--- config.mk ---
export PLATFORM = sky130hd
export DESIGN_NAME = ar_cla_ctrl
export DESIGN_NICKNAME = d
export VERILOG_FILES = /design/src/rtl/ar_cla_ctrl.sv
export SDC_FILE = /design/constraint.sdc
export NUM_CORES = 1
export LEC_CHECK = 0
export CAP_MARGIN = 20
export CORE_ASPECT_RATIO = 0.9
export CORE_MARGIN = 3
export CORE_UTILIZATION = 41
export CTS_CLUSTER_DIAMETER = 200
export DETAILED_ROUTE_END_ITERATION = 8
export GPL_TIMING_DRIVEN = 0
export PLACE_DENSITY_LB_ADDON = 0.05
export SLEW_MARGIN = 40
export SYNTH_ARGS = -nofsm -noshare
export SYNTH_HDL_FRONTEND = slang
export SYNTH_SLANG_ARGS = --single-unit
export TNS_END_PERCENT = 5
--- constraint.sdc ---
create_clock -name clk -period 2.21 [get_ports clk]
set_clock_uncertainty 0.05 [all_clocks]
set_input_delay 0.442 -clock clk [delete_from_list [all_inputs] [get_ports clk]]
set_output_delay 0.442 -clock clk [all_outputs]
set_load 0.01 [all_outputs]
--- src/rtl/ar_cla_ctrl.sv ---
// ---------------------------------------------------------------------------
// ar_cla_ctrl
//
// Purpose:
//   Front-end controller for a shared accuracy-reconfigurable carry-lookahead
//   adder. Two requesters compete for the adder through a round-robin arbiter.
//   Each accepted operation first runs an approximate pass. If the requester
//   asked for exact-on-error and the adder reports a carry-select
//   disagreement, one exact pass follows. One transaction is in flight at a
//   time. The result is held until the consumer accepts it.
//
// Ports:
//   clk          in   rising-edge clock
//   rst          in   synchronous active-high reset
//   req_valid    in   [1:0]  per-requester request strobe
//   req_ready    out  [1:0]  one-hot grant, only driven in IDLE
//   req_x/req_y  in   [31:0] operands, [15:0] requester 0, [31:16] requester 1
//   req_cin      in   [3:0]  carry-in pairs, [1:0] requester 0, [3:2] requester 1
//   req_mode     in   [1:0]  per requester: 0 approximate only, 1 exact-on-error
//   add_x/add_y  out  [15:0] operands to the shared adder
//   add_cin      out  [1:0]  carry-in pair to the adder
//   add_ctl      out         adder carry select: 0 approximate, 1 exact
//   add_sum      in   [15:0] adder sum (combinational from add_*)
//   add_cout     in   [7:0]  adder segment carry pairs
//   rsp_valid    out         result available (DONE only)
//   rsp_ready    in          consumer accepts result
//   rsp_id       out         requester index of the result
//   rsp_sum      out  [15:0] final sum
//   rsp_cout     out  [1:0]  add_cout[7:6] of the final pass
//   rsp_retried  out         result came from the exact pass
//   retry_cnt    out  [CNT_W-1:0] saturating count of exact passes
// ---------------------------------------------------------------------------
module ar_cla_ctrl #(
  parameter int CNT_W = 16
) (
  input  logic             clk,
  input  logic             rst,
  input  logic [1:0]       req_valid,
  output logic [1:0]       req_ready,
  input  logic [31:0]      req_x,
  input  logic [31:0]      req_y,
  input  logic [3:0]       req_cin,
  input  logic [1:0]       req_mode,
  output logic [15:0]      add_x,
  output logic [15:0]      add_y,
  output logic [1:0]       add_cin,
  output logic             add_ctl,
  input  logic [15:0]      add_sum,
  input  logic [7:0]       add_cout,
  output logic             rsp_valid,
  input  logic             rsp_ready,
  output logic             rsp_id,
  output logic [15:0]      rsp_sum,
  output logic [1:0]       rsp_cout,
  output logic             rsp_retried,
  output logic [CNT_W-1:0] retry_cnt
);

  typedef enum logic [1:0] {
    S_IDLE   = 2'd0,
    S_APPROX = 2'd1,
    S_EXACT  = 2'd2,
    S_DONE   = 2'd3
  } state_e;

  localparam logic [CNT_W-1:0] CNT_MAX = {CNT_W{1'b1}};
  localparam logic [CNT_W-1:0] CNT_ONE = CNT_W'(1);

  // A segment pair whose two carries disagree means the approximate carry
  // select guessed wrong for that segment; only the lower three pairs feed
  // a following segment, so the top pair is not part of the error check.
  function automatic logic seg_err(input logic [7:0] cout);
    return (cout[0] ^ cout[1]) | (cout[2] ^ cout[3]) | (cout[4] ^ cout[5]);
  endfunction

  state_e           state_q, state_d;
  logic             last_q, last_d;      // requester granted most recently
  logic [15:0]      x_q, x_d;
  logic [15:0]      y_q, y_d;
  logic [1:0]       cin_q, cin_d;
  logic             mode_q, mode_d;
  logic             id_q, id_d;
  logic [15:0]      sum_q, sum_d;
  logic [1:0]       cout_q, cout_d;
  logic             retried_q, retried_d;
  logic [CNT_W-1:0] cnt_q, cnt_d;

  logic [1:0]       grant_s;
  logic             err_s;

  assign err_s = seg_err(add_cout);

  // Round-robin grant: on contention the requester not served last wins.
  always_comb begin
    grant_s = 2'b00;
    case (req_valid)
      2'b01:   grant_s = 2'b01;
      2'b10:   grant_s = 2'b10;
      2'b11:   grant_s = last_q ? 2'b01 : 2'b10;
      default: grant_s = 2'b00;
    endcase
  end

  // Grant is only visible in IDLE and is suppressed while reset is applied.
  always_comb begin
    if ((state_q == S_IDLE) && !rst) begin
      req_ready = grant_s;
    end else begin
      req_ready = 2'b00;
    end
  end

  // Adder drive: latched operands during the two compute states, zero otherwise.
  always_comb begin
    add_x   = 16'h0000;
    add_y   = 16'h0000;
    add_cin = 2'b00;
    add_ctl = 1'b0;
    case (state_q)
      S_APPROX: begin
        add_x   = x_q;
        add_y   = y_q;
        add_cin = cin_q;
        add_ctl = 1'b0;
      end
      S_EXACT: begin
        add_x   = x_q;
        add_y   = y_q;
        add_cin = cin_q;
        add_ctl = 1'b1;
      end
      default: begin
        add_x   = 16'h0000;
        add_y   = 16'h0000;
        add_cin = 2'b00;
        add_ctl = 1'b0;
      end
    endcase
  end

  // Next-state and datapath capture logic.
  always_comb begin
    state_d   = state_q;
    last_d    = last_q;
    x_d       = x_q;
    y_d       = y_q;
    cin_d     = cin_q;
    mode_d    = mode_q;
    id_d      = id_q;
    sum_d     = sum_q;
    cout_d    = cout_q;
    retried_d = retried_q;
    cnt_d     = cnt_q;
    case (state_q)
      S_IDLE: begin
        if (grant_s != 2'b00) begin
          // grant_s is one-hot here, so bit 1 alone selects the requester
          id_d    = grant_s[1];
          last_d  = grant_s[1];
          x_d     = grant_s[1] ? req_x[31:16]  : req_x[15:0];
          y_d     = grant_s[1] ? req_y[31:16]  : req_y[15:0];
          cin_d   = grant_s[1] ? req_cin[3:2]  : req_cin[1:0];
          mode_d  = grant_s[1] ? req_mode[1]   : req_mode[0];
          state_d = S_APPROX;
        end else begin
          state_d = S_IDLE;
        end
      end
      S_APPROX: begin
        if (mode_q && err_s) begin
          state_d = S_EXACT;
        end else begin
          sum_d     = add_sum;
          cout_d    = add_cout[7:6];
          retried_d = 1'b0;
          state_d   = S_DONE;
        end
      end
      S_EXACT: begin
        sum_d     = add_sum;
        cout_d    = add_cout[7:6];
        retried_d = 1'b1;
        if (cnt_q != CNT_MAX) begin
          cnt_d = cnt_q + CNT_ONE;
        end else begin
          cnt_d = cnt_q;
        end
        state_d = S_DONE;
      end
      S_DONE: begin
        if (rsp_ready) begin
          state_d = S_IDLE;
        end else begin
          state_d = S_DONE;
        end
      end
      default: begin
        state_d = S_IDLE;
      end
    endcase
  end

  // State and datapath registers; reset abandons any in-flight transaction.
  always_ff @(posedge clk) begin
    if (rst) begin
      state_q   <= S_IDLE;
      last_q    <= 1'b1;          // "last was 1" makes requester 0 win first
      x_q       <= 16'h0000;
      y_q       <= 16'h0000;
      cin_q     <= 2'b00;
      mode_q    <= 1'b0;
      id_q      <= 1'b0;
      sum_q     <= 16'h0000;
      cout_q    <= 2'b00;
      retried_q <= 1'b0;
      cnt_q     <= '0;
    end else begin
      state_q   <= state_d;
      last_q    <= last_d;
      x_q       <= x_d;
      y_q       <= y_d;
      cin_q     <= cin_d;
      mode_q    <= mode_d;
      id_q      <= id_d;
      sum_q     <= sum_d;
      cout_q    <= cout_d;
      retried_q <= retried_d;
      cnt_q     <= cnt_d;
    end
  end

  assign rsp_valid   = (state_q == S_DONE);
  assign rsp_id      = id_q;
  assign rsp_sum     = sum_q;
  assign rsp_cout    = cout_q;
  assign rsp_retried = retried_q;
  assign retry_cnt   = cnt_q;

endmodule

==> results of run 1 <==
worst paths after layout:
kind / start / end / depth (start not counted)
worst max-delay path: state_q[0]$_SDFF_PP0_ / add_y[3] / 5
worst max register to register: state_q[0]$_SDFF_PP0_ / rsp_cout[0]$_SDFFE_PP0P_ / 7
worst min register to register: y_q[1]$_SDFFE_PP0P_ / y_q[1]$_SDFFE_PP0P_ / 2
worst min-delay path: y_q[1]$_SDFFE_PP0P_ / y_q[1]$_SDFFE_PP0P_ / 2
per-layer routing:
metal	track usage [%]	vias up	routed length [um]	share of wire, %
met5	0	-	0	0
met4	6.20	0	155	1.4
met3	6.94	13	759	6.6
met2	38.5	127	5450	48
met1	29.1	1775	5080	44
li1	-	1869	-	-
cell usage in the layout (no fill, tap or decap), types with 4 or more instances in the layout:
cell type / count
nor2_1: 7
clkinv_2: 4
nand2_1: 44
o221ai_1: 35
buf_4: 5
nand3_1: 21
clkbuf_8: 14
a21oi_1: 67
nand4_1: 4
o21ai_1: 9
clkdlybuf4s15_1: 5
buf_2: 16
and2_1: 34
dlygate4sd2_1: 23
o21ai_0: 18
ha_1: 5
clkbuf_1: 17
o31ai_1: 4
clkdlybuf4s50_1: 133
dfxtp_1: 72
or3_1: 6
nor2b_1: 4
worst max-delay path, stage by stage, from the launching register on:
cell and delay, ns:
dfxtp_4 0.37, inv_2 0.06, ha_4 0.31, clkbuf_8 0.16, and2_1 0.16, clkdlybuf4s15_1 0.25
sequential cells by signal, indices dropped and copies added, names as in the netlist:
signal       cells
cin_q            2
last_q           1
mode_q           1
retry_cnt       16
rsp_cout         2
rsp_id           1
rsp_retried      1
rsp_sum         16
state_q          2
x_q             16
y_q             16
power by group:
part	switching, W	total, W	internal (W)
registers	0.0000684	0.00154	0.00147
logic	0.000571	0.00114	0.000566
clock network	0.000489	0.000883	0.000395
total	0.00113	0.00356	0.00243
stage by stage:
step / instances / hold WS (ns) / setup slack, ns
after global routing: 712 / 0.414 / -0.0228
final: 712 / 0.397 / 0.0567
after detailed placement: 694 / 0.390 / -0.868
after CTS: 711 / 0.399 / 0.000256
after floorplan: 407 / 0.377 / 0.411
after global placement: 694 / 0.384 / -0.837
cells by family (layout without fill, tap and decap cells):
logic type	count (synthesis)	in the layout	synth area share [%]
adders and majority gates	6	6	2.14
and+or+nand+nor	138	138	21.3
buffers and inverters	37	226	5.35
xor gates and xnor gates	4	4	1.43
DFF	74	74	42.2
other	0	1	0
AOI/OAI and AO/OA	144	144	26.3
muxes	4	4	1.21
final cells by class:
type                       instances  area [um2]  share of cell area (%)
multi-input combinational        296        1870                    33.7
timing repair buffer             175        1670                    30.1
sequential                        74        1490                    26.8
buffer                            31         204                    3.68
tap                              115         144                    2.60
clock buffer                      11         131                    2.37
clock inverter                     4        20.0                   0.361
inverter                           5        18.8                   0.339
antenna                            1        2.50                  0.0452
repair_timing:
action                     4_1_cts  5_1_grt
setup endpoints to repair       36       23
gates resized for setup         91        9
pin swaps                        1        0
buffers inserted                 3        0
==> tab_implementation.tex, run 1 <==
\begin{tabular}{lr}
\hline
Metric & Value \\
\hline
\multicolumn{2}{l}{\textbf{Route}} \\
\quad Number of iterations in the first detailed-routing pass & 5 \\
\quad Number of design rule violations left after detail routing & 0 \\
\quad Detailed Route WL & 11,400 um \\
\quad Count of vias placed by the detailed router & 3,784 \\
\quad Post-route ant nets & 0 \\
\quad Number of vias per cell after detailed routing & 5.31 \\
\quad Average routed wire per standard cell & 16.1 um \\
\quad Drt initial violations & 103 \\
\multicolumn{2}{l}{\textbf{Floorplanning}} \\
\quad Effective utilization at floorplan & 42.9\% \\
\quad Die extent in x & 104 um \\
\quad Core area & 8180 um2 \\
\quad Die Span Y & 93.8 um \\
\quad Top-Level Pins & 173 \\
\quad Overall die area & 9700 um2 \\
\quad Core Rows & 31 \\
\multicolumn{2}{l}{\textbf{Yosys}} \\
\quad Dominant cell by count in the synthesized netlist & dfxtp\_1 \\
\quad Ys flop type & dfxtp\_1 \\
\quad Total number of yosys warnings & 0 \\
\quad Post-synthesis average cell area & 8.62 um2 \\
\quad Cell accounting for the most synthesized area & dfxtp\_1 \\
\quad Post-synthesis sequential element count & 74 \\
\quad Number of flops mapped to enable cells by yosys & 0 \\
\quad Top area cells in the synthesized netlist & dfxtp\_1 42\%, a21oi\_1 9.6\%, o221ai\_1 8.7\%, and2\_1 6.1\%, nand2\_1 4.7\% \\
\quad Post-Synthesis Net Count & 512 \\
\quad Number of distinct library cells after synthesis & 47 \\
\quad Gate count after technology mapping & 407 \\
\quad Netlist area before placement & 3510 um2 \\
\quad Fraction of the yosys area taken by sequential cells & 42.2\% \\
\quad Commonest cells post-synth & 74 x dfxtp\_1, 67 x a21oi\_1, 44 x nand2\_1 \\
\quad Fraction of synthesis flops using an asynchronous set or reset pin & 0\% \\
\quad Area share of the leading cell type in the synthesized netlist & 42.2\% \\
\multicolumn{2}{l}{\textbf{Pwr}} \\
\quad Static Leak & 2.11 nW \\
\quad Power density normalized to cell area & 643 nW/um2 \\
\quad Sum of internal, switching and leakage power & 0.00356 W \\
\quad Maximum VDD drop & 390 uV \\
\multicolumn{2}{l}{\textbf{Worst hold path}} \\
\quad Hold WC Path Type & register to register \\
\multicolumn{2}{l}{\textbf{Clock tree}} \\
\quad Number of buffers inserted during clock tree synthesis & 9 \\
\quad Largest buffer count on any clock path & 2 \\
\quad CTS tree & built \\
\quad Source-to-sink clock delay at the later pin of the worst-skew pair & 0.35 ns \\
\quad Number of clock sinks & 74 \\
\quad H-tree levels & 3 \\
\quad Worst-path clk slew & 0.07 ns \\
\quad Count of hold-fix buffers inserted at cts & 0 \\
\quad Root cell of the clock tree & clkbuf\_8 \\
\multicolumn{2}{l}{\textbf{Global route}} \\
\quad Number of antenna violations at the first check in global routing & 1 \\
\quad GR Util All Layers & 23.0\% \\
\quad Number of global-route vias before repair & 3,725 \\
\quad Remaining Overflow, GRT & 0 \\
\quad First-pass GRT wire length & 18,300 um \\
\quad Pin count of the biggest net entering global routing & 19 \\
\multicolumn{2}{l}{\textbf{Timing}} \\
\quad Number of hold violations in the final report & 0 \\
\quad RSZ-0062 raised after global routing & true \\
\quad Worst relative slew slack & 57.9\% \\
\quad Transition time at the pin with the least slew margin & 0.627 ns \\
\quad Fmax & 464 MHz \\
\quad Final period demand of the worst path & 2.15 ns \\
\quad Final period util & 97.4\% \\
\quad Final-report setup violation count & 0 \\
\quad Final total negative setup slack & 0 ns \\
\quad Number of pins with negative max-slew slack in the final report & 0 \\
\multicolumn{2}{l}{\textbf{Setup path}} \\
\quad Critical Path Start Type & register \\
\quad Highest fanout seen on the critical path & 10 \\
\quad Data required time at the worst endpoint & 1.72 ns \\
\quad Sort of element at the end of the critical path & primary output \\
\quad Worst reg2reg setup slack & 0.26 ns \\
\quad Startpoint-to-endpoint class of the critical path & register to primary output \\
\quad Worst path arrival time & 1.66 ns \\
\multicolumn{2}{l}{\textbf{Finish}} \\
\quad Proportion of layout cells with a drive suffix above 1 & 10.6\% \\
\quad Layout-stage area growth over the synthesis result & 57.9\% \\
\quad Number of filler cells placed in the layout & 725 \\
\quad Design Area, Final & 5540 um2 \\
\quad Number of nets in the layout & 697 \\
\quad Final core utilization & 67.7\% \\
\multicolumn{2}{l}{\textbf{Placement}} \\
\quad DP Area & 5370 um2 \\
\quad Global placement routability congestion & 0.794 \\
\quad Estimated wirelength of the detail-placed design & 8500 um \\
\quad Buffers on Ports & 172 \\
\multicolumn{2}{l}{\textbf{Status}} \\
\quad Outcome & finished, final reports clean \\
\multicolumn{2}{l}{\textbf{Run}} \\
\quad Max Cap Violations & 0 \\
\hline
\end{tabular}
Power figures use the tool's default switching activity.
==> inputs of run 2 (changes only) <==
SKIP_LAST_GASP = 1   (was not set)
==> run 2 against run 1 <==
- the flow now finishes with violations (setup timing)
- sequential cell count unchanged
- clock power about the same
- via count down 0.53%
- die area unchanged
- critical path type unchanged
==> tab_implementation.tex, run 2 (synthesis gave the netlist of run 1 again) <==
\begin{tabular}{lr}
\hline
Metric & Value \\
\hline
\multicolumn{2}{l}{\textbf{Setup path}} \\
\quad Critical Path Start Type & register (unchanged) \\
\quad Worst path slowest cell & clkdlybuf4s50\_1 (was dfxtp\_4) \\
\quad Data required time at the worst endpoint & 1.72 ns (about the same) \\
\quad Startpoint-to-endpoint class of the critical path & register to primary output (unchanged) \\
\quad Worst path arrival time & 1.95 ns (was 1.66 ns) \\
\quad Delay contributed by the slowest stage of the critical path & 0.53 ns (was 0.37 ns) \\
\quad Highest fanout seen on the critical path & 10 (unchanged) \\
\quad Sort of element at the end of the critical path & primary output (unchanged) \\
\quad List of cells traversed by the critical path & inv\_1 > ha\_4 > clkbuf\_8 > and2\_1 > clkdlybuf4s50\_1 (was inv\_2 > ha\_4 > clkbuf\_8 > and2\_1 > clkdlybuf4s15\_1) \\
\multicolumn{2}{l}{\textbf{Placement}} \\
\quad Global placement routability congestion & 0.794 (unchanged) \\
\quad Estimated wirelength of the detail-placed design & 8500 um (unchanged) \\
\quad Setup slack after placement & -0.868 ns (unchanged) \\
\quad Buffers on Ports & 172 (unchanged) \\
\multicolumn{2}{l}{\textbf{Pwr}} \\
\quad Power density normalized to cell area & 640 nW/um2 (was 643 nW/um2) \\
\quad Static Leak & 2.08 nW (was 2.11 nW) \\
\quad Maximum VDD drop & 392 uV (was 390 uV) \\
\multicolumn{2}{l}{\textbf{Timing}} \\
\quad Number of hold violations in the final report & 0 (unchanged) \\
\quad RSZ-0062 raised after global routing & true (unchanged) \\
\quad Final-report setup violation count & 32 (was 0) \\
\quad Final period util & 111\% (was 97.4\%) \\
\quad Fmax & 409 MHz (was 464 MHz) \\
\quad Worst relative slew slack & 57.5\% (was 57.9\%) \\
\quad Final period demand of the worst path & 2.45 ns (was 2.15 ns) \\
\quad Hold WS & 0.397 ns (about the same) \\
\quad Number of pins with negative max-slew slack in the final report & 0 (unchanged) \\
\quad Transition time at the pin with the least slew margin & 0.634 ns (was 0.627 ns) \\
\quad Setup ws final & -0.235 ns (was 0.0567 ns) \\
\multicolumn{2}{l}{\textbf{Finish}} \\
\quad Number of filler cells placed in the layout & 710 (was 725) \\
\quad Leading cell types in the layout, fill and taps excluded & 154 x clkdlybuf4s50\_1, 73 x dfxtp\_1, 67 x a21oi\_1, 44 x nand2\_1, 35 x o221ai\_1 (was 133 x clkdlybuf4s50\_1, 72 x dfxtp\_1, 67 x a21oi\_1, 44 x nand2\_1, 35 x o221ai\_1) \\
\quad Most common cell after layout, fill and taps aside & clkdlybuf4s50\_1 (unchanged) \\
\quad Number of nets in the layout & 697 (unchanged) \\
\quad Proportion of layout cells with a drive suffix above 1 & 8.22\% (was 10.6\%) \\
\quad Ant diodes & 0 (was 1) \\
\quad Layout-stage area growth over the synthesis result & 59.2\% (was 57.9\%) \\
\multicolumn{2}{l}{\textbf{Route}} \\
\quad Post-route ant nets & 0 (unchanged) \\
\quad Drt initial violations & 116 (was 103) \\
\quad Detailed Route WL & 11,300 um (was 11,400 um) \\
\quad Number of vias per cell after detailed routing & 5.29 (was 5.31) \\
\quad Count of vias placed by the detailed router & 3,764 (was 3,784) \\
\quad Number of iterations in the first detailed-routing pass & 4 (was 5) \\
\quad Average routed wire per standard cell & 16.0 um (was 16.1 um) \\
\quad Number of design rule violations left after detail routing & 0 (unchanged) \\
\multicolumn{2}{l}{\textbf{Floorplanning}} \\
\quad Core Rows & 31 (unchanged) \\
\quad Core area & 8180 um2 (unchanged) \\
\quad Top-Level Pins & 173 (unchanged) \\
\quad Die Span Y & 93.8 um (unchanged) \\
\quad Die extent in x & 104 um (unchanged) \\
\quad Effective utilization at floorplan & 42.9\% (unchanged) \\
\quad Overall die area & 9700 um2 (unchanged) \\
\multicolumn{2}{l}{\textbf{Global route}} \\
\quad Met3 demand-to-capacity share in global routing & 7.01\% (was 6.94\%) \\
\quad GR Util All Layers & 23.0\% (about the same) \\
\quad First-pass GRT wire length & 18,300 um (about the same) \\
\quad M2 GR Usage & 38.6\% (was 38.5\%) \\
\quad Number of antenna violations at the first check in global routing & 0 (was 1) \\
\quad Pin count of the biggest net entering global routing & 19 (unchanged) \\
\quad Most Used Layer, Global Route & met2 (unchanged) \\
\quad GRT met1 Usage & 29.1\% (about the same) \\
\quad Remaining Overflow, GRT & 0 (unchanged) \\
\quad Number of global-route vias before repair & 3,724 (was 3,725) \\
\multicolumn{2}{l}{\textbf{Clock tree}} \\
\quad Number of buffers inserted during clock tree synthesis & 9 (unchanged) \\
\quad H-tree levels & 3 (unchanged) \\
\quad Largest buffer count on any clock path & 2 (unchanged) \\
\quad Worst-path clk slew & 0.07 ns (about the same) \\
\quad Root cell of the clock tree & clkbuf\_8 (unchanged) \\
\quad Count of hold-fix buffers inserted at cts & 0 (unchanged) \\
\quad CTS tree & built (unchanged) \\
\quad Source-to-sink clock delay at the later pin of the worst-skew pair & 0.34 ns (was 0.35 ns) \\
\quad Number of clock sinks & 74 (unchanged) \\
\multicolumn{2}{l}{\textbf{Worst hold path}} \\
\quad Hold WC Path Type & register to register (unchanged) \\
\multicolumn{2}{l}{\textbf{Run}} \\
\quad Max Cap Violations & 0 (unchanged) \\
\multicolumn{2}{l}{\textbf{Status}} \\
\quad Violated checks & setup timing \\
\quad Outcome & finished with violations (was finished, final reports clean) \\
\hline
\end{tabular}
==> run 2: layout make-up <==
class	count	area [um2]	area share, %
multi-input cells	296	1860	33.3
repair buffers	175	1730	31.0
flip-flops and latches	74	1480	26.5
plain buffers	31	198	3.54
well taps	115	144	2.58
clock buffers	11	131	2.35
clock inverters	4	20.0	0.358
inverters	5	18.8	0.336
==> run 2: path summary, 6_finish.rpt <==
check | start | to | slack, ns | depth (start not counted)
max reg2reg | state_q[0]$_SDFF_PP0_ | rsp_cout[0]$_SDFFE_PP0P_ | 0.07 | 7
min | y_q[1]$_SDFFE_PP0P_ | y_q[1]$_SDFFE_PP0P_ | 0.40 | 2
min reg2reg | y_q[1]$_SDFFE_PP0P_ | y_q[1]$_SDFFE_PP0P_ | 0.40 | 2
max | state_q[0]$_SDFF_PP0_ | add_y[6] | -0.24 | 5
==> run 2: routing by layer <==
layer | vias to the layer above | part of all wire, %
met2 | 118 | 48
met4 | 0 | 1.4
met5 | - | 0
met3 | 13 | 6.6
li1 | 1866 | -
met1 | 1767 | 44
==> run 2: worst max-delay path: cells and delay by family (launching register included) <==
kind                       cells  cell delay (ns)
adders and majority gates      1             0.33
and+or+nand+nor                1             0.13
buffers and inverters          3             0.79
DFF                            1             0.36
==> run 2: where the power goes <==
group | switching, W | internal [W] | leakage [nW]
logic | 0.000568 | 0.000588 | 1.40
clock network | 0.000488 | 0.000395 | 0.0827
registers | 0.0000674 | 0.00147 | 0.606
total | 0.00112 | 0.00245 | 2.08
==> run 2: through the flow <==
step	utilization (%)	area (um2)	setup TNS (ns)	instances	power, W
2_1_floorplan	-	3510	0	407	0.00211
3_3_place_gp	65.7	5370	-8.30	694	0.00265
3_5_place_dp	65.7	5370	-10.37	694	0.00268
4_1_cts	68.2	5580	-6.24	711	0.00359
5_1_grt	68.3	5590	-8.96	711	0.00377
6_report	68.3	5590	-5.13	711	0.00357
==> run 2: repair_timing <==
| item | CTS | global route |
|---|---|---|
| cloned | 0 | 0 |
| pin swaps | 1 | 0 |
| setup endpoints to repair | 36 | 46 |
| buffers inserted | 3 | 0 |
| resized for setup | 34 | 2 |
